[src/rtl/exu_cal_pkg.sv]
// ============================================================================
// Module : exu_cal_pkg
// Brief  : Op-bundle field map, FSM encodings and shift helper for exu_cal.
// Rev    : 1.0  initial release
// ============================================================================
`default_nettype none

package exu_cal_pkg;

  // Op-bundle layout, MSB first: {ADD,SUB,SLL,SRL,SRA,XOR,CMP, OPN1[32:0], OPN2[32:0]}
  localparam int CIRNO_CAL_OPN2_LSB = 0;
  localparam int CIRNO_CAL_OPN2_MSB = 32;
  localparam int CIRNO_CAL_OPN1_LSB = 33;
  localparam int CIRNO_CAL_OPN1_MSB = 65;
  localparam int CIRNO_CAL_CMP      = 66;
  localparam int CIRNO_CAL_XOR      = 67;
  localparam int CIRNO_CAL_SRA      = 68;
  localparam int CIRNO_CAL_SRL      = 69;
  localparam int CIRNO_CAL_SLL      = 70;
  localparam int CIRNO_CAL_SUB      = 71;
  localparam int CIRNO_CAL_ADD      = 72;
  localparam int CIRNO_CAL_OPB_SIZE = 73;

  localparam logic [1:0] CIRNO_CAL_ST_IDLE  = 2'd0;
  localparam logic [1:0] CIRNO_CAL_ST_SHIFT = 2'd1;
  localparam logic [1:0] CIRNO_CAL_ST_DONE  = 2'd2;

  typedef enum logic [1:0] {
    ST_IDLE  = CIRNO_CAL_ST_IDLE,
    ST_SHIFT = CIRNO_CAL_ST_SHIFT,
    ST_DONE  = CIRNO_CAL_ST_DONE
  } cal_state_e;

  typedef enum logic [1:0] {
    SK_SLL = 2'd0,
    SK_SRL = 2'd1,
    SK_SRA = 2'd2
  } shift_kind_e;

  // 33-bit shift; SRA replicates bit 32, the others fill with zero.
  function automatic logic [32:0] cal_shift(input shift_kind_e kind,
                                            input logic [32:0] src,
                                            input logic [4:0]  amt);
    logic [32:0] r;
    case (kind)
      SK_SLL:  r = src << amt;
      SK_SRL:  r = src >> amt;
      default: r = $unsigned($signed(src) >>> amt);
    endcase
    return r;
  endfunction

endpackage

`default_nettype wire

[src/rtl/exu_cal_shifter.sv]
// ============================================================================
// Module : exu_cal_shifter
// Brief  : Iterative shifter: shift register, remaining count and step logic.
// Rev    : 1.0  initial release
// ============================================================================
`default_nettype none

module exu_cal_shifter
  import exu_cal_pkg::*;
#(
  parameter int SHIFT_STEP = 1    // legal values 1, 2, 4, 8
) (
  input  logic        clk,
  input  logic        rst_n,
  input  logic        load,
  input  logic        en,
  input  shift_kind_e kind,
  input  logic [4:0]  shamt,
  input  logic [32:0] src,
  output logic        done,
  output logic [31:0] res
);

  localparam logic [4:0] c_step = 5'(SHIFT_STEP);

  logic [32:0] r_shreg;
  logic [4:0]  r_cnt;
  shift_kind_e r_kind;
  logic [4:0]  w_step;

  assign w_step = (r_cnt < c_step) ? r_cnt : c_step;
  // This step consumes everything that is left.
  assign done   = (r_cnt == w_step);
  assign res    = r_shreg[31:0];

  always_ff @(posedge clk or negedge rst_n) begin
    if (!rst_n) begin
      r_shreg <= '0;
      r_cnt   <= '0;
      r_kind  <= SK_SLL;
    end else if (load) begin
      r_shreg <= src;
      r_cnt   <= shamt;
      r_kind  <= kind;
    end else if (en) begin
      r_shreg <= cal_shift(r_kind, r_shreg, w_step);
      r_cnt   <= r_cnt - w_step;
    end
  end

endmodule

`default_nettype wire

[src/rtl/exu_cal.sv]
// ============================================================================
// Module : exu_cal
// Brief  : Execution-unit calculation centre (ADD/SUB/XOR/CMP/SLL/SRL/SRA).
//          Define CIRNO_CAL_FAST_SHIFT_EN for single-cycle barrel shifts.
// Rev    : 1.0  initial release
// ============================================================================
`default_nettype none

module exu_cal
  import exu_cal_pkg::*;
#(
  parameter int SHIFT_STEP = 1
) (
  input  logic                          clk,
  input  logic                          rst_n,
  input  logic                          hs_al4cal_val,
  output logic                          hs_cal4al_rdy,
  input  logic [CIRNO_CAL_OPB_SIZE-1:0] i_cal_opb,
  output logic [31:0]                   o_cal_res,
  output logic                          o_cal_busy
);

  logic [32:0] w_opn1;
  logic [32:0] w_opn2;
  logic        w_op_add, w_op_sub, w_op_sll, w_op_srl, w_op_sra, w_op_xor, w_op_cmp;
  logic        w_shift_op;
  logic [4:0]  w_shamt;
  shift_kind_e w_kind;
  logic [32:0] w_cmp_diff;
  logic [31:0] w_arith_res;
  logic        w_rdy;
  logic [31:0] w_res;

  assign w_opn1   = i_cal_opb[CIRNO_CAL_OPN1_MSB:CIRNO_CAL_OPN1_LSB];
  assign w_opn2   = i_cal_opb[CIRNO_CAL_OPN2_MSB:CIRNO_CAL_OPN2_LSB];
  assign w_op_add = i_cal_opb[CIRNO_CAL_ADD];
  assign w_op_sub = i_cal_opb[CIRNO_CAL_SUB];
  assign w_op_sll = i_cal_opb[CIRNO_CAL_SLL];
  assign w_op_srl = i_cal_opb[CIRNO_CAL_SRL];
  assign w_op_sra = i_cal_opb[CIRNO_CAL_SRA];
  assign w_op_xor = i_cal_opb[CIRNO_CAL_XOR];
  assign w_op_cmp = i_cal_opb[CIRNO_CAL_CMP];

  assign w_shift_op = w_op_sll | w_op_srl | w_op_sra;
  assign w_shamt    = w_opn2[4:0];
  assign w_kind     = w_op_sll ? SK_SLL : (w_op_srl ? SK_SRL : SK_SRA);

  // Sign of the 33-bit difference; signedness comes from upstream extension.
  assign w_cmp_diff = w_opn1 - w_opn2;

  always_comb begin
    w_arith_res = '0;
    if (w_op_add)      w_arith_res = w_opn1[31:0] + w_opn2[31:0];
    else if (w_op_sub) w_arith_res = w_opn1[31:0] - w_opn2[31:0];
    else if (w_op_xor) w_arith_res = w_opn1[31:0] ^ w_opn2[31:0];
    else if (w_op_cmp) w_arith_res = {31'b0, w_cmp_diff[32]};
  end

`ifdef CIRNO_CAL_FAST_SHIFT_EN

  logic [32:0] w_fast_shift;

  assign w_fast_shift = cal_shift(w_kind, w_opn1, w_shamt);
  assign o_cal_busy   = 1'b0;

  always_comb begin
    w_rdy = hs_al4cal_val;
    w_res = '0;
    if (hs_al4cal_val) w_res = w_shift_op ? w_fast_shift[31:0] : w_arith_res;
  end

`else

  cal_state_e  r_state;
  cal_state_e  w_state_nxt;
  logic        w_load;
  logic        w_en;
  logic        w_sh_done;
  logic [31:0] w_sh_res;

  exu_cal_shifter #(
    .SHIFT_STEP (SHIFT_STEP)
  ) u_shifter (
    .clk   (clk),
    .rst_n (rst_n),
    .load  (w_load),
    .en    (w_en),
    .kind  (w_kind),
    .shamt (w_shamt),
    .src   (w_opn1),
    .done  (w_sh_done),
    .res   (w_sh_res)
  );

  always_ff @(posedge clk or negedge rst_n) begin
    if (!rst_n) r_state <= ST_IDLE;
    else        r_state <= w_state_nxt;
  end

  always_comb begin
    w_state_nxt = r_state;
    w_rdy       = 1'b0;
    w_res       = '0;
    w_load      = 1'b0;
    w_en        = 1'b0;
    case (r_state)
      ST_IDLE: begin
        if (hs_al4cal_val) begin
          if (!w_shift_op) begin
            w_rdy = 1'b1;
            w_res = w_arith_res;
          end else if (w_shamt == 5'd0) begin
            w_rdy = 1'b1;
            w_res = w_opn1[31:0];
          end else begin
            w_load      = 1'b1;
            w_state_nxt = ST_SHIFT;
          end
        end
      end
      ST_SHIFT: begin
        // Dropping val mid-shift abandons the request.
        if (!hs_al4cal_val) begin
          w_state_nxt = ST_IDLE;
        end else begin
          w_en = 1'b1;
          if (w_sh_done) w_state_nxt = ST_DONE;
        end
      end
      ST_DONE: begin
        w_state_nxt = ST_IDLE;
        if (hs_al4cal_val) begin
          w_rdy = 1'b1;
          w_res = w_sh_res;
        end
      end
      default: w_state_nxt = ST_IDLE;
    endcase
  end

  assign o_cal_busy = (r_state != ST_IDLE);

`endif

  // Outputs stay quiet while reset is held, even with a request pending.
  assign hs_cal4al_rdy = w_rdy & rst_n;
  assign o_cal_res     = rst_n ? w_res : 32'd0;

endmodule

`default_nettype wire

[config.mk]
export PLATFORM = sky130hd
export DESIGN_NAME = exu_cal
export DESIGN_NICKNAME = d
export VERILOG_FILES = /design/src/rtl/exu_cal_pkg.sv /design/src/rtl/exu_cal_shifter.sv /design/src/rtl/exu_cal.sv
export SDC_FILE = /design/constraint.sdc
export NUM_CORES = 1
export LEC_CHECK = 0
export ABC_AREA = 1
export CAP_MARGIN = 20
export CORE_ASPECT_RATIO = 0.75
export CORE_MARGIN = 5
export CORE_UTILIZATION = 45
export DETAILED_ROUTE_END_ITERATION = 10
export PLACE_DENSITY = 0.66
export SYNTH_ARGS = -nofsm -noshare
export SYNTH_HDL_FRONTEND = slang
export SYNTH_HIERARCHICAL = 1
export SYNTH_SLANG_ARGS = --single-unit
[constraint.sdc]
create_clock -name clk -period 5.1 [get_ports clk]
set_input_delay 1.53 -clock clk [delete_from_list [all_inputs] [get_ports clk]]
set_output_delay 1.53 -clock clk [all_outputs]
set_load 0.01 [all_outputs]
# Word-level counts from Yosys, hierarchy flattened
# Cells that the tools add are included.
[totals]
reg_bits = 42
inputBits = 76
output_inout_bits = 34
mem_bits_rw = 0
wordCells = 64
latchBits = 0
n_memories = 0
romBits = 0
[op_classes]
n_shift = 3
n_reduce_logical = 6
order_cmp = 1
addsub = 4
mux = 34
eq_ne = 8
div_mod_pow = 0
bitwise_logic = 4
multipliers = 0
[op_table]
columns = ["op", "count"]
rows = [
  ["$mux 32", 8],
  ["$mux 33", 2],
  ["$pmux 33 s2", 1],
  ["$pmux 32 s2", 1],
  ["$shl 33x5->33", 1],
  ["$shr 33x5->33", 1],
  ["$sshr 33x5->33", 1],
  ["$sub 33x33->33", 1],
  ["$add 32x32->32", 1],
  ["$sub 32x32->32", 1],
  ["$xor 32x32->32", 1],
  ["$mux 5", 3],
  ["$mux 2", 7],
  ["$mux 1", 10],
  ["$ne 2x2->1 const B", 3],
  ["$eq 5x5->1", 1],
  ["$logic_not 5->1", 1],
  ["$lt 5x1->1 const B", 1],
  ["$sub 5x5->5", 1],
  ["$eq 2x1->1 const B", 2],
  ["$logic_not 2->1", 2],
  ["$pmux 2 s2", 1],
  ["$reduce_and 4->1", 1],
  ["$reduce_bool 2->1", 2],
  ["5 further kinds", 6],
]

# Longest topological paths before layout
# Gate-level depths: netlist of run 1.
[depth]
word_depth = 9
depth_mapped = 19
depth_no_buf = 18

# Modules after synthesis
# The synthesis of run 1 kept the hierarchy.
[by_module_without_submodules]
columns = ["mod", "area_per_inst_um2", "cells_each", "n_inst", "seq_area_each_um2"]
rows = [
  ["exu_cal", 6372.4, 1312, 1, 50.0],
  ["exu_cal_shifter", 2947.8, 423, 1, 1001.0],
]

# Worst setup path after synthesis of run 1
# OpenSTA, ideal clock, no wires.
[synth_path]
kind = "input-to-output"
from = "input port i_cal_opb[0]"
to = "output port o_cal_res[16]"
n_path_buf = 0
required_ps = 3570
path_stages = 15
t_arrival_ps = 3207
setup_slack_ps = 363
path_cell_list = "ha_1 > fa_1 > nand2_1 > nand2_1 > nand3_1 > nand2_1 > nand2_1 > nand2_1 > nand2_1 > nand2_1 > o21ai_0 > o21ai_1 > nand2_1 > nand2_1 > a21oi_1"
[synth_via]
elab_chain_cells = 7
elab_cells_between_ends = 10
cone_classes = "add/sub: 2; mux: 7; reduce/logical: 1"
[synth_rtl]
columns = ["item", "line", "rtl"]
rows = [
  ["from (decl)", "exu_cal.sv:18", "input logic [CIRNO_CAL_OPB_SIZE-1:0] i_cal_opb,"],
  ["$sub 32x32->32", "exu_cal.sv:54", "else if (w_op_sub) w_arith_res = w_opn1[31:0] - w_opn2[31:0];"],
  ["$mux 32", "exu_cal.sv:54", ""],
  ["$mux 32", "exu_cal.sv:53", "if (w_op_add) w_arith_res = w_opn1[31:0] + w_opn2[31:0];"],
  ["$mux 32 (*)", "exu_cal.sv:109", "if (!w_shift_op) begin"],
  ["$mux 32 (*)", "exu_cal.sv:108", "if (hs_al4cal_val) begin"],
  ["$pmux 32 s2 (*)", "exu_cal.sv:106", "case (r_state)"],
  ["$mux 32 (*)", "exu_cal.sv:147", "assign o_cal_res = rst_n ? w_res : 32'd0;"],
  ["to (decl)", "exu_cal.sv:19", "output logic [31:0] o_cal_res,"],
]
# Every way passes the cells marked *; elsewhere a longest branch is shown, timed or not.

# Worst setup path after layout of run 1
[layout_path]
from = "input port i_cal_opb[1]"
to = "output port o_cal_res[11]"
# Same word-level chain as after synthesis.

==> impl_results.md, run 1 <==
* GPL Wtd Cong at 0.9957
* Dpl hpwl at approximately 32000 um
* Skew final at 0.006051 ns
* Initial antenna violation count at 1
* Status: finished with violations
* Chip height at around 130 um
* Mapped Nets at 1877
* Vias in the first global route at 11890
* Clock buffer count from CTS at 5
* Setup Slack @ Placement at -1.085 ns
* MaxCap Viol Count at 0
* Synthesis-stage register bit count at 42
* GRT overflow at 0
* Hold Crit Class: register to register
* Synth Cell Area at 0.009320 mm^2
* Slew @ Worst Pin at roughly 0.76 ns
* RSZ-0062 raised after global routing: yes
* PD cells at 238.7 mW/mm^2
* P_sw at 1.829 mW
* Initial DRC count at 1263
* Switch share at 52.18%
* Crit Path Max Fanout at 4
* First-pass GRT wire length at 63360 um
* Fillers at 1764
* Multi-input logic area at 0.008657 mm^2
* Clock Sinks at 42
* Cell area after layout at 0.01469 mm^2
* Total GRT Usage at 33.44%
* WP data required at 3.57 ns
* DRC violations left at 0
* Clock power frac at 10.3%
* P_int at 1.677 mW
* Via/cell ratio at around 5.4
* H-tree levels at 2
* Worst VDD drop at between 200 and 300 uV
* Most common cell after layout, fill and taps aside: nand2_1
* Failing checks: negative setup slack
* Max Slew Vio Count at 0
* Die ar. at 0.02372 mm^2
* Final Hold Vio Count at 0
* Fin crit share at 100.4%
* Seq pwr share at 19.3%
* FP Rows at 45
* FF+latch area at 0.001051 mm^2
* Logic pwr share at 70.4%
* IO Port Bufs at roughly 110
* Register area share after synthesis at 11.28%
* Initial Util at 45.85%
* Fmax at 0.1953 GHz
* Post-placement cell area at 0.01214 mm^2
* Async S/R FF share, synth at 100.0%
* Top_reg_cell synth: dfrtp_1
* Post-Route WL at 42150 um
* Drt first pass iters at 6
* Clock Path Buffers at 2
* Setup CP Type: input port to output port
* Share of layout cells above drive strength 1 at between 40% and 50%
* Largest net degree at the start of global routing at 75
* Core area at 0.02033 mm^2
* Critical Path Sink Type: output port
* Register clock-pin slew on the reported worst setup and hold paths at 0.06 ns
* I/O pins at 110
* Root Buffer: clkbuf_16
* CTS tree: done
* Average wire per standard cell at 18.00 um
* R2R setup slack at between 2 and 3 ns
* CP arrival at 3.59 ns
* Startpoint Class: input port
* Setup ws final at -0.01973 ns
* Leak at 7.375 nW
* Pwr Total at around 3.5 mW
* Nets at 2198
* Final Util at 72.26%
* Most frequent cells in the layout: nand2_1, buf_4, inv_1
* Syn. warnings at 6
* Synth-to-Final Area Change at 57.59%
* Post-synth EDFFs at 0
* Crit path time final at 5.120 ns
* Final setup vio count at 3
* Syn Area/Cell at 5.372 um^2
* Clock latency on the worst-skew pair at 0.30 ns
* Cell count after synthesis at approximately 1700
* Max-slew headroom at roughly half
* Antenna Nets Post-Route at 0
* Die width at roughly 180 um
* Via count at around 13000
* Number of distinct library cells after synthesis at between 40 and 50
-- per-layer routing --
metal	routed length [um]	vias to the layer above	GRT usage, %	part of all wire [%]
li1	-	6146	-	-
met3	3624	101	6.913	8.6
met2	19070	603	54.09	45
met5	0	-	0	0
met4	1578	0	11.04	3.7
met1	17870	5900	44.70	42
-- path summary, 6_finish.rpt --
kind                                     from               endpoint  cells past startpoint
min in group asynchronous               rst_n  u_shifter/r_shreg[24]                      2
max reg2reg                u_shifter/r_cnt[2]  u_shifter/r_shreg[10]                      7
max in group asynchronous               rst_n  u_shifter/r_shreg[10]                      2
max                              i_cal_opb[1]          o_cal_res[11]                     15
min reg2reg                        r_state[1]             r_state[1]                      1
min                                r_state[1]             r_state[1]                      1
-- registers in the layout (all words and copies together), names as in the netlist --
name / count
r_state: 2
u_shifter/r_shreg: 33
u_shifter/r_cnt: 5
u_shifter/r_kind: 2
-- area by class of cell --
type | instances | area share (%)
Clock buffer | 8 | 1.133
Multi-Input combinational cell | 1307 | 58.94
Inverter | 269 | 6.994
Antenna cell | 2 | 0.03407
Timing Repair Buffer | 431 | 23.34
Sequential cell | 42 | 7.156
Tap cell | 282 | 2.402
-- repair_timing --
item                       CTS  global route
resized for setup          660           288
gates cloned                 1             0
buffers inserted            37            15
pin swaps                  129           136
setup endpoints to repair   33            32
hold buffers                 0             0
-- worst max-delay path: stages --
cell and delay [ns]:
buf_2 0.12, inv_2 0.09, ha_4 0.22, o21ai_2 0.28
buf_4 0.18, and2_1 0.17, nand2_2 0.08, nand3_4 0.14
a21oi_1 0.09, o21ai_1 0.10, nand2_1 0.12, nand2_1 0.07
nand2_1 0.05, a21oi_2 0.17, buf_2 0.17
-- synthesized netlist by cell type, types with 3 or more instances --
| cell | number | area [um^2] |
|---|---|---|
| ha_1 | 64 | 800.8 |
| a22oi_1 | 32 | 240.2 |
| dfrtp_1 | 42 | 1051 |
| nor2_2 | 7 | 43.79 |
| o211ai_1 | 17 | 127.6 |
| buf_4 | 47 | 352.8 |
| nand2_2 | 7 | 43.79 |
| nand3_1 | 158 | 790.8 |
| buf_2 | 27 | 135.1 |
| buf_1 | 4 | 15.01 |
| nor2_1 | 214 | 803.3 |
| nand4_1 | 51 | 319.1 |
| nor4_1 | 5 | 31.28 |
| nand3b_1 | 3 | 22.52 |
| nor3_1 | 11 | 55.05 |
| a21oi_1 | 93 | 465.5 |
| a21oi_2 | 7 | 61.31 |
| inv_2 | 9 | 33.78 |
| and2_1 | 4 | 25.02 |
| o21ai_1 | 7 | 35.03 |
| nand3_2 | 8 | 80.08 |
| o21ai_0 | 64 | 320.3 |
| inv_1 | 260 | 975.9 |
| nand2_1 | 526 | 1974 |
| clkbuf_1 | 24 | 90.09 |
| o21bai_1 | 8 | 60.06 |
| buf_6 | 14 | 157.7 |
-- cells by family after synthesis --
group | Yosys count | share of synthesized area [%]
xor gates and xnor gates | 3 | 0.2820
adders and majority gates | 66 | 9.021
buffers and inverters | 386 | 18.97
and+or+nand+nor | 1000 | 45.55
DFF | 42 | 11.28
AOI/OAI and AO/OA | 238 | 14.90
-- power by group through the flow --
| stage | logic [mW] | registers [mW] | clock network (mW) |
|---|---|---|---|
| CTS | 2.27 | 0.667 | 0.366 |
| detailed placement | 2.02 | 0.671 | 0 |
| floorplan | 1.54 | 0.621 | 0 |
| finish | 2.47 | 0.676 | 0.360 |
| global placement | 1.99 | 0.668 | 0 |
| global route | 2.68 | 0.692 | 0.381 |
-- stage by stage --
step | std cells | TNS (ns) | hold slack (ns)
after floorplan | 1735 | 0 | 0.4551
after global placement | 2280 | -29.11 | 0.4759
after detailed placement | 2280 | -29.45 | 0.4901
after CTS | 2323 | -0.007900 | 0.5013
after global routing | 2339 | -1.042 | 0.5105
final | 2341 | -0.03259 | 0.5054
No activity file was read; power rests on OpenSTA's default activity.
==> run 2, diff against run 1 <==
Settings changed: SETUP_SLACK_MARGIN set to 0.2.
==> run 2 against run 1 <==
  * The run still ends with negative setup slack left
  * Routed wire length grew 12%
  * Worst setup slack got worse by 0.026 ns
  * Non-clock buffer count grew 31
  * Count of clock-buffer cells in the layout is the same
  * Register-to-register slack about the same
  * Core utilization grew 7.1 points
  * Sequential cell count unchanged
  * Final area is 9.8% higher
  * Via count up 6.9%
  * Clock skew is 0.0011 ns higher
==> impl_results.md, run 2 (same netlist as run 1, synthesis figures left out) <==
* Via/cell ratio at 5.751
* PD cells at 234.6 mW/mm^2
* Clock Sinks at 42
* Synth-to-Final Area Change at 72.99%
* Seq pwr share at 18.0%
* Drt first pass iters at 6
* Logic pwr share at 72.5%
* Fin crit share at 100.9%
* Initial antenna violation count at 0
* CTS tree: done
* Met3 routed WL at approximately 4600 um
* Most common cell after layout, fill and taps aside: nand2_1
* IO Port Bufs at 109
* Hold_ws at 0.5044 ns
* Routed wl met2 at 21690 um
* Critical Path Sink Type: output port
* Startpoint Class: input port
* Final setup vio count at 2
* Die width at 176.2 um
* Clock latency on the worst-skew pair at 0.30 ns
* CP Buf/Inv Count at 6
* Core area at 0.02033 mm^2
* H-tree levels at 2
* Crit Path Max Fanout at 3
* Top reg by flops: u_shifter/r_shreg
* Via count at 13630
* Antenna Nets Post-Route at 0
* FP Rows at 45
* Die ar. at 0.02372 mm^2
* I/O pins at 110
* Critical-path cell list: buf_12 -> clkinv_8 -> ha_4 -> inv_4 -> fa_2 -> nand3_4 -> nand3_4 -> nand2_4 -> buf_4 -> buf_4 -> nand4_1 -> nand3_1 -> o21ai_1 -> nand2_1 -> o211ai_1 -> a21oi_2 -> buf_2
* Final Hold Vio Count at 0
* P_int at 1.790 mW
* Root Buffer: clkbuf_16
* Slew @ Worst Pin at 0.7417 ns
* Max Slew Vio Count at 0
* Crit path time final at 5.146 ns
* Status: finished with violations
* Switch share at 52.68%
* Average wire per standard cell at 19.98 um
* Clock buffer count from CTS at 5
* Biggest regs: u_shifter/r_shreg (33), u_shifter/r_cnt (5)
* Skew final at 0.007102 ns
* Clock power frac at 9.5%
* Register clock-pin slew on the reported worst setup and hold paths at 0.06 ns
* Largest net degree at the start of global routing at 75
* WP data required at 3.57 ns
* Clock Path Buffers at 2
* Initial Util at 45.85%
* Setup tns final at -0.08072 ns
* GPL Wtd Cong at 0.9957
* Met1 WL at 18360 um
* Max-slew headroom at 50.50%
* Worst stage delay on the critical path at 0.38 ns
* DRC violations left at 0
* Number of flip-flops in the largest register at 33
* Share of layout cells above drive strength 1 at 50.77%
* Vias in the first global route at between 10000 and 15000
* Dpl hpwl at between 30000 and 40000 um
* Fmax at approximately 0.2 GHz
* Setup CP Type: input port to output port
* Initial DRC count at 1667
* GRT overflow at 0
* Top routing layer in use: met4
* Largest delay share family, worst path: simple AND/OR/NAND/NOR gates
* Nets at 2229
* Chip height at ~130 um
* Failing checks: negative setup slack
* P_sw at 1.992 mW
* Most frequent cells in the layout: nand2_1, buf_4, inv_1
* Post-Route WL at approximately 47000 um
* Leak at 7.993 nW
* CP arrival at 3.62 ns
* RSZ-0062 raised after global routing: yes
* MaxCap Viol Count at 0
* Setup ws final at -0.04562 ns
* Worst path slowest cell: fa_2
* CTS Hold Bufs at 0
* Antenna cells at 0
* First-pass GRT wire length at 64890 um
* Hold Crit Class: register to register
* Worst VDD drop at roughly 270 uV
* Total GRT Usage at between 30% and 40%
[run 2: routing by layer]
| layer | track usage (%) | vias up |
|---|---|---|
| met2 | 55.75 | 898 |
| met3 | 6.885 | 224 |
| met5 | 0 | - |
| met1 | 45.02 | 6299 |
| li1 | - | 6209 |
| met4 | 12.34 | 0 |
[run 2: area by class of cell]
class / instances / area [um^2]
Timing Repair Buffer: 462 / 3984
Tap cell: 282 / 352.8
Sequential cell: 42 / 1051
Inverter: 269 / 1080
Fill cell: 1461 / 4203
Multi-Input combinational cell: 1307 / 9489
Clock buffer: 8 / 166.4
[run 2: timing repair]
item,CTS,global route
pin swaps,182,278
cloned,1,0
setup buffers,46,34
setup endpoints to repair,33,33
resized for setup,792,539
[run 2: worst paths after layout]
check	start	endpoint	slack [ns]	depth (start not counted)
max	i_cal_opb[33]	o_cal_res[8]	-0.05	17
max in group asynchronous	rst_n	u_shifter/r_cnt[3]	3.22	2
min reg2reg	r_state[1]	r_state[1]	0.50	1
min	r_state[1]	r_state[1]	0.50	1
min in group asynchronous	rst_n	u_shifter/r_shreg[26]	1.46	2
max reg2reg	u_shifter/r_cnt[2]	u_shifter/r_shreg[10]	2.89	7
[run 2: metrics by stage]
stage	area [um^2]	setup WS, ns	power, mW	cells	utilization [%]
2_1_floorplan	9320	0.3626	2.164	1735	-
3_3_place_gp	12140	-1.125	2.656	2280	59.72
3_5_place_dp	12140	-1.085	2.694	2280	59.72
4_1_cts	14210	0.01048	3.353	2335	69.92
5_1_grt	16120	-0.1286	4.005	2370	79.32
6_report	16120	-0.04562	3.782	2370	79.32
[run 2: power groups by stage]
stage / logic [mW] / clock network [mW] / registers (mW)
4_1_cts: 2.32 / 0.366 / 0.667
5_1_grt: 2.93 / 0.380 / 0.695
6_report: 2.74 / 0.361 / 0.680
3_3_place_gp: 1.99 / 0 / 0.668
2_1_floorplan: 1.54 / 0 / 0.621
3_5_place_dp: 2.02 / 0 / 0.671
==> edit, RTL diff (flow settings as in run 2) <==
Encoding of `shift_kind_e`: now one-hot (3 bits for 3 values).
--- a/src/rtl/exu_cal_pkg.sv
+++ b/src/rtl/exu_cal_pkg.sv
@@ -31,10 +31,10 @@
     ST_DONE  = CIRNO_CAL_ST_DONE
   } cal_state_e;
 
-  typedef enum logic [1:0] {
-    SK_SLL = 2'd0,
-    SK_SRL = 2'd1,
-    SK_SRA = 2'd2
+  typedef enum logic [2:0] {
+    SK_SLL = 3'b001,
+    SK_SRL = 3'b010,
+    SK_SRA = 3'b100
   } shift_kind_e;
 
   // 33-bit shift; SRA replicates bit 32, the others fill with zero.
Behaviour: same outputs for any inputs over 4 cycles, from zero or initial values and one cycle with rst_n low; so few cycles prove little.
==> edit against run 2 <==
  * Synthesized area grew 0.46%
  * First-iteration DRC count fell by 9.5%
  * Setup slack better by 0.068 ns
  * Core utilization decreased by 1.7 points
  * Non-clock buffer count shrank 20
  * Final area is 2.1% lower
  * Total power is 4.4% lower
  * Final cell count is 0.34% lower
  * Sequential cell count is 1 higher
  * Routed wire length shrank 2.8%
==> edit: results (changes against run 2) <==
pwr:
  swShare_pct: 53.1  # +0.39 points
  p_comb_mw: 2.62  # -4%
  p_leak_nw: 7.97  # -0.31%
  clockPowerShare_pct: 9.0  # -0.5 points
yosys:
  syn_area_um2: 9360  # +0.46%
  ys_top_cells_by_count: "nand2_1 (608), inv_1 (257), nor2_1 (172), nand3_1 (120), a21oi_1 (107)"
  seq_area_frac_synth_pct: 11.5  # +0.23 points
finish:
  fillers: 1497  # +2.5%
  clock_tree_area_fraction_pct: 0.872  # -0.16 points
  clock_buffers: 7  # -1
  drive_gt1_share_pct: 49.9  # -0.86 points
  ff_latch_area_um2: 1080  # +2.5%
  nets: 2221  # -0.36%
  top_regs: "u_shifter/r_shreg: 33 flops, u_shifter/r_cnt: 5 flops, u_shifter/r_kind: 3 flops"
  num-multi-input-gates: 1321  # +1.1%
clock_tree:
  cts_sinks: 43  # +2.4%
routing:
  wl_met3_um: 4520  # -2.2%
  wl_met2_um: 21100  # -2.8%
  wirelength_um: 46000  # -2.8%
  wl_met1_um: 18100  # -1.5%
  drtIter0Drc: 1508  # -9.5%
setup_path:
  slowest_delay_ns: 0.16  # -0.22 ns
  worstSetupEndpoint: "o_cal_res[24]"
  cp-startpoint: "i_cal_opb[3]"
  slowest_stage: "ha_4"
  rr_startpoint: "r_state[1]"
  worstPathArrival_ns: 3.55  # -0.07 ns
sta:
  holdWs_ns: 0.495  # -0.00967 ns
  max_slew.worst_pin.slew_ns: 0.897  # +0.155 ns
  fin_crit_ns: 5.08  # -0.0679 ns
  clock-skew-final_ns: 0.00900  # +0.00189 ns
grt:
  grt_pass1_vias: 11738  # -3.7%
  grt_max_degree: 47  # -37%
  grt_util_met1_pct: 45.4  # +0.34 points
  grtUsageTotal_pct: 32.9  # -1.3 points
  grt_pass1_wl_um: 62900  # -3.1%
  use_met3_pct: 4.73  # -2.2 points
  grt_use_met2_pct: 54.1  # -1.7 points
status:
  status: "finished clean"
placed_design:
  dp.cells: 2293  # +0.57%
  place.gp.congestion: 0.971  # -2.5%
  detailedPlacementHpwl_um: 31200  # -3.0%
[edit: changes by cell type after synthesis, moves of 2 or more]
cell	change
nand2_1	+82
nor2_1	-42
nand3_1	-38
nand4_1	-29
a21oi_1	+14
o21ai_0	+12
a21oi_2	+9
buf_2	-6
inv_1	-3
nor2_4	+3
buf_4	-2
[edit: cell families after synthesis]
family	count (synthesis)	share of synthesized area, %
DFF	43	11.5
and+or+nand+nor	978	43.5
AOI/OAI and AO/OA	274	17.2
xor gates and xnor gates	3	0.281
adders and majority gates	66	8.98
buffers and inverters	375	18.5
[edit: timing repair]
| item | in CTS | in global routing |
|---|---|---|
| resized for setup | 764 | 519 |
| pin swaps | 178 | 288 |
| endpoints found under the setup margin | 33 | 33 |
| setup buffers | 22 | 39 |
| hold buffers | 0 | 0 |
[edit: critical path: cells and delay by family]
family                     cells  cell delay [ns]
buffers and inverters          5             0.67
AOI/OAI and AO/OA              1             0.05
and+or+nand+nor               12             1.12
adders and majority gates      1             0.16
